**src/rtl/rr_grant_scheduler.sv**
```systemverilog
// rr_grant_scheduler: round-robin owner selection for one shared resource.
// Ownership ends on done, request withdrawal or hold timeout.
module rr_grant_scheduler #(
  parameter int N        = 4,
  parameter int IDXW     = $clog2(N),
  parameter int MAX_HOLD = 8
) (
  input  logic            clk,
  input  logic            rst,
  input  logic [N-1:0]    req,
  input  logic            done,
  output logic [N-1:0]    grant,
  output logic [IDXW-1:0] grant_idx,
  output logic            busy,
  output logic            timeout
);
  localparam logic [0:0] IDLE  = 1'b0;
  localparam logic [0:0] GRANT = 1'b1;
  logic [0:0]      state;
  logic [IDXW-1:0] ptr;
  logic [IDXW-1:0] sel;
  logic [IDXW-1:0] idx;
  logic [7:0]      hold_cnt;
  logic            found;
  logic            withdrawn;
  logic            expired;
  logic            release_now;
  // Scan ptr, ptr+1, ... relying on IDXW-bit wrap since N is a power of 2
  always_comb begin
    sel   = ptr;
    found = 1'b0;
    idx   = '0;
    for (int k = 0; k < N; k++) begin
      idx = ptr + IDXW'(k);
      if (!found && req[idx]) begin
        sel   = idx;
        found = 1'b1;
      end
    end
  end
  assign withdrawn   = !req[grant_idx];
  assign expired     = hold_cnt == 8'(MAX_HOLD - 1);
  assign release_now = done || withdrawn || expired;
  assign busy        = state == GRANT;
  always_ff @(posedge clk or posedge rst) begin
    if (rst) begin
      state     <= IDLE;
      ptr       <= '0;
      hold_cnt  <= '0;
      grant     <= '0;
      grant_idx <= '0;
      timeout   <= 1'b0;
    end else if (state == IDLE) begin
      timeout <= 1'b0;
      if (found) begin
        state     <= GRANT;
        grant_idx <= sel;
        grant     <= N'(1) << sel;
        hold_cnt  <= '0;
      end
    end else if (release_now) begin
      state   <= IDLE;
      grant   <= '0;
      ptr     <= grant_idx + 1'b1;
      timeout <= expired && !done && !withdrawn;
    end else begin
      hold_cnt <= hold_cnt + 1'b1;
    end
  end
endmodule

```
**config.mk**
```make
export PLATFORM = sky130hd
export DESIGN_NAME = rr_grant_scheduler
export DESIGN_NICKNAME = d
export VERILOG_FILES = /design/src/rtl/rr_grant_scheduler.sv
export SDC_FILE = /design/constraint.sdc
export NUM_CORES = 1
export LEC_CHECK = 0
export CORE_UTILIZATION = 56
export DETAILED_ROUTE_END_ITERATION = 6
export HOLD_SLACK_MARGIN = 0.06
export PLACE_DENSITY = 0.82
export SLEW_MARGIN = 20
export SYNTH_ARGS = -nofsm -noshare
export SYNTH_HDL_FRONTEND = slang
export SYNTH_SLANG_ARGS = --single-unit
```
**constraint.sdc**
```tcl
create_clock -name clk -period 3.1 [get_ports clk]
set_input_delay 0.465 -clock clk [delete_from_list [all_inputs] [get_ports clk]]
set_output_delay 0.465 -clock clk [all_outputs]
set_load 0.02 [all_outputs]
```
* Word level (Yosys, flattened, before mapping)
Cells that the tools add are included.
** Storage, ports and cells
- Output and inout bits :: 8
- Word-level logic and storage cells :: 66
- Bits in read-only memories :: 0
- Bits in writable memories :: 0
- Latch bits :: 0
- Memories kept :: 0
- Register bits after elaboration :: 18
** Operators by class
- Reduce and logical (&&, ||, !) cells :: 17
- Add/sub/neg operators :: 5
- Order comparisons :: 5
- Shift operators :: 1
- Bitwise logic cells :: 1
- Mux-type cells :: 28
- Eq/ne operators :: 3
- Multiply operators :: 0
- Divide/modulo/power cells :: 0
** Operators by type and width (count)
- $mux 8 :: 3
- $lt 2x3->1 const B :: 5
- $mux 1 :: 14
- $mux 4 :: 3
- $bmux 1 s2 :: 5
- $add 8x1->8 const B :: 1
- $eq 8x3->1 const B :: 1
- $reduce_and 2->1 :: 4
- $mux 2 :: 3
- $logic_and 1x1->1 :: 5
- $logic_not 1->1 :: 5
- $add 2x1->2 const B :: 2
- $add 2x2->2 const B :: 2
- $shl 1x2->4 const A :: 1
- $logic_or 1x1->1 :: 2
- $ne 2x1->1 const B :: 1
- $ne 2x2->1 const B :: 1
- $reduce_bool 2->1 :: 1
- $not 1->1 :: 1

* Longest topological paths before layout
- Depth after elaboration :: 15
- Gate-level depth with buffers :: 6

* Least setup slack after synthesis
OpenSTA, ideal clock, no wires.
- Kind :: register -> register
- Start :: register hold_cnt[5]
- End :: register ptr[1]
- Clock period less this slack :: 1.776 ns
- Stages on the path, launching flop included :: 5
- Arrival :: 1.651 ns
- Setup slack :: 1.324 ns
- Data required time :: 2.975 ns
- Buffers on the path :: 0
- Cell sequence :: dfrtp_1 or4_4 nor3_4 o21ai_4 mux2_4
** On the way
- Cells in the longest elaborated chain, start to end :: 3
** Ends and longest elaborated chain
- from (decl) :: RTL line 23 : logic [7:0] hold_cnt;
- from (signal assigned) :: RTL line 67 : hold_cnt <= hold_cnt + 1'b1;
- $eq 8x3->1 :: RTL line 42 : assign expired = hold_cnt == 8'(MAX_HOLD - 1);
- $logic_or 1x1->1 :: RTL line 43 : assign release_now = done || withdrawn || expired;
- $reduce_and 2->1 (no line)
- to (signal assigned) :: RTL line 64 : ptr <= grant_idx + 1'b1;
- to (decl) :: RTL line 20 : logic [IDXW-1:0] ptr;
Every way passes these cells.
A chain may end at the register's enable or synchronous reset.

* Worst setup path in the final report
- Start :: input port req[3]
- End :: register grant[0]
** On the way
- Cells in the longest elaborated chain, start to end :: 15
- Elaborated cells on any way between the ends :: 32
- Those cells by class :: eq/ne: 1; shift: 1; mux: 19; reduce/logical: 11
** Ends and longest elaborated chain
- from (decl) :: RTL line 10 : input logic [N-1:0] req,
- $bmux 1 s2 :: RTL line 35 : if (!found && req[idx]) begin
- $mux 1 (not written as such) :: RTL line 35
- $mux 1 :: RTL line 35
- $logic_not 1->1 :: RTL line 35
- $logic_and 1x1->1 :: RTL line 35
- $mux 1 :: RTL line 35
- $logic_not 1->1 :: RTL line 35
- $logic_and 1x1->1 :: RTL line 35
- $mux 1 :: RTL line 35
- $logic_not 1->1 :: RTL line 35
- $logic_and 1x1->1 :: RTL line 35
- $mux 2 :: RTL line 35
- $shl 1x2->4 :: RTL line 58 : grant <= N'(1) << sel;
- $mux 4 :: RTL line 55 : if (found) begin
- $mux 4 :: RTL line 53 : end else if (state == IDLE) begin
- to (signal assigned) :: RTL line 58
- to (decl) :: RTL line 12 : output logic [N-1:0] grant,
Several ways; a longest one is shown, not always the timed one. The select of a mux whose other input is x is not followed.

==> reports/metrics.cfg <==
[grt]
grt_usage_pct=23.7
grt_start_max_net_pins=21
antenna_found_initial=0
grt_pass1_vias=749
grt_first_pass_wirelength_um=3350
grt-ovfl-total=0

[logic_synthesis]
synth_top_area_share_pct=44.9
synth-main-ff-cell=dfrtp_1
yosys-top-cells-area=dfrtp_1 45%, mux2i_1 7.0%, nand2_1 3.0%, o21ai_0 2.5%, a32o_2 2.2%
yosysUniqueCellTypes=36
yosys-top-cells-count=18 x dfrtp_1, 8 x nand2_1, 7 x mux2i_1
synth_top_area_cell=dfrtp_1
yosys_warnings=0
ys_ff_latch=18
synth_seq_area_share_pct=44.9
synth_edf_count=0
avgSynthCellArea_um2=10.3
yosysMostFrequentCell=dfrtp_1
synth_nets=105
postSynthCellCount=97
synth_area_um2=1000
ys_async_sr_fraction_pct=100

[setup_path]
arrival_ns=2.20
crit_end=grant[0]$_DFFE_PP0P_
worstSetupStartpoint=req[3]
start_kind=primary input
r2r_cells=4
end_kind=flop
critPathRequiredTime_ns=3.29
crit_slowest_cell=a21o_1
cp_cell_sequence=clkdlybuf4s50_1, nor2_1, a21o_1, and3b_1, a32o_1
reg2reg_to=ptr[1]$_DFFE_PP0P_
regToRegStartpoint=hold_cnt[5]$_DFFE_PP0P_
crit_type=in2reg
crit_fanout=20
slowest_delay_ns=0.53
ff2ff_setup_slack_ns=1.21

[clock_tree]
cts_setup_buffers=0
htreeDepth=1
clkSlewWorstSetupHoldPaths_ns=0.11
cts_root_buf=clkbuf_4
cts_tree=built
clkSinkCount=18
clock_latency_ns=0.30
cts_buffers=3
cts_resized=0
cts_max_path_buffers=2
hold_buffers=0

[outcome]
status=completed

[sta]
hold_viol=0
setup_ws_ns=1.10
setup_violations=0
min_period_over_period_pct=64.6
period_needed_ns=2.00
finalMaxSlewViolations=0
slew-limit-headroom_pct=54.4
setup-tns-final_ns=0
holdWs_ns=0.518
max_freq_ghz=0.499
tightest_slew_ns=0.683
finClkSkew_ns=0.00861
rsz0062_at_grt=false

[layout]
n_antenna_cell=0
post_layout_nonfiller_instances=136
nets=121
final_util_pct=75.1
syn_to_final_growth_pct=19.5
drive_gt1_share_pct=12.5

[route]
first_iter_violations=37
postRouteAntennaNets=0
dr.pass1.iters=4
via_count=833
wl_per_cell_um=15.2
vias_per_cell=6.13
wl_um=2070
remaining_drc_errors=0

[power_and_ir_drop]
peakVddDrop_mv=0.586
p_per_area_nw_per_um2=815
power.static_leakage_nw=0.556

[run]
cap_violations=0

[placed_design]
place_congestion=0.820
hpwlAfterDp_um=1460
pre_cts_ws_ns=0.824
dp_cells=132
numPortBuffers=14

[worst_hold_path]
min_from=timeout$_DFFE_PP0P_
hold_class=reg2reg

[floorplan]
placementRows=14
die_x_um=44.3
dieHeight_um=44.3
die_area_um2=1960
start_util_pct=62.9
core_um2=1590
io_pins=15

-- power by group --
part | internal (mW) | switching (mW) | total, mW
sequential | 0.301 | 0.0830 | 0.384
clock | 0.0716 | 0.0771 | 0.149
combinational | 0.210 | 0.233 | 0.443
total | 0.583 | 0.393 | 0.976
-- worst min path at each step --
stage,end,slack (ns),depth (start not counted)
global route,grant[0]$_DFFE_PP0P_,0.56,1
finish,timeout$_DFFE_PP0P_,0.52,2
detailed placement,timeout$_DFFE_PP0P_,0.50,2
floorplan,busy$_DFF_PP0_,0.40,1
CTS,timeout$_DFFE_PP0P_,0.52,2
global placement,timeout$_DFFE_PP0P_,0.48,2
-- cells by family (layout without fill, tap and decap cells) --
group,count (synthesis),after routing,synth area share [%]
compound gates,25,25,19.7
xor+xnor,1,1,0.874
fa+ha+maj,1,1,1.25
buf+inv,8,23,3.00
flops,18,18,44.9
mux,8,8,8.49
simple gates,36,36,21.7
-- cells in the final DEF (no fill, tap or decap), drive strengths merged, types with 3 or more instances in the layout --
cell type	count
a32o	4
o31ai	3
nor2	5
clkbuf	4
dfrtp	18
clkdlybuf4s50	14
mux2i	7
nand4	3
nor2b	3
o21ai	6
nand2	8
o211ai	3
and3	3
inv	5
-- stage by stage --
step | power [mW] | cell area, µm²
2_1_floorplan | 0.672 | 1000
3_3_place_gp | 0.817 | 1160
3_5_place_dp | 0.828 | 1160
4_1_cts | 0.980 | 1200
5_1_grt | 1.03 | 1200
6_report | 0.976 | 1200
-- sequential cells by signal, indices dropped and copies added (netlist names) --
| register | cells |
|---|---|
| busy | 1 |
| grant | 4 |
| grant_idx | 2 |
| hold_cnt | 8 |
| ptr | 2 |
| timeout | 1 |
-- metal layers --
layer  track usage [%]  vias to the layer above  share of wire [%]
met5                 0                        -                  0
met4              6.67                        0               0.63
met3              8.16                        2                5.7
met2              36.5                       30                 46
met1              31.8                      404                 47
li1                  -                      397                  -
-- layout make-up --
type	instances	area [µm²]
well taps	24	30.0
repair buffers	14	140
inverters	5	18.8
fillers	110	397
multi-input cells	71	522
flip-flops and latches	18	450
clock buffers	4	36.3
-- worst max-delay path: cells and delay by family --
| kind | cells | cell delay [ns] |
|---|---|---|
| buf+inv | 1 | 0.52 |
| simple gates | 2 | 0.49 |
| compound gates | 2 | 0.73 |
Power figures use the tool's default switching activity.
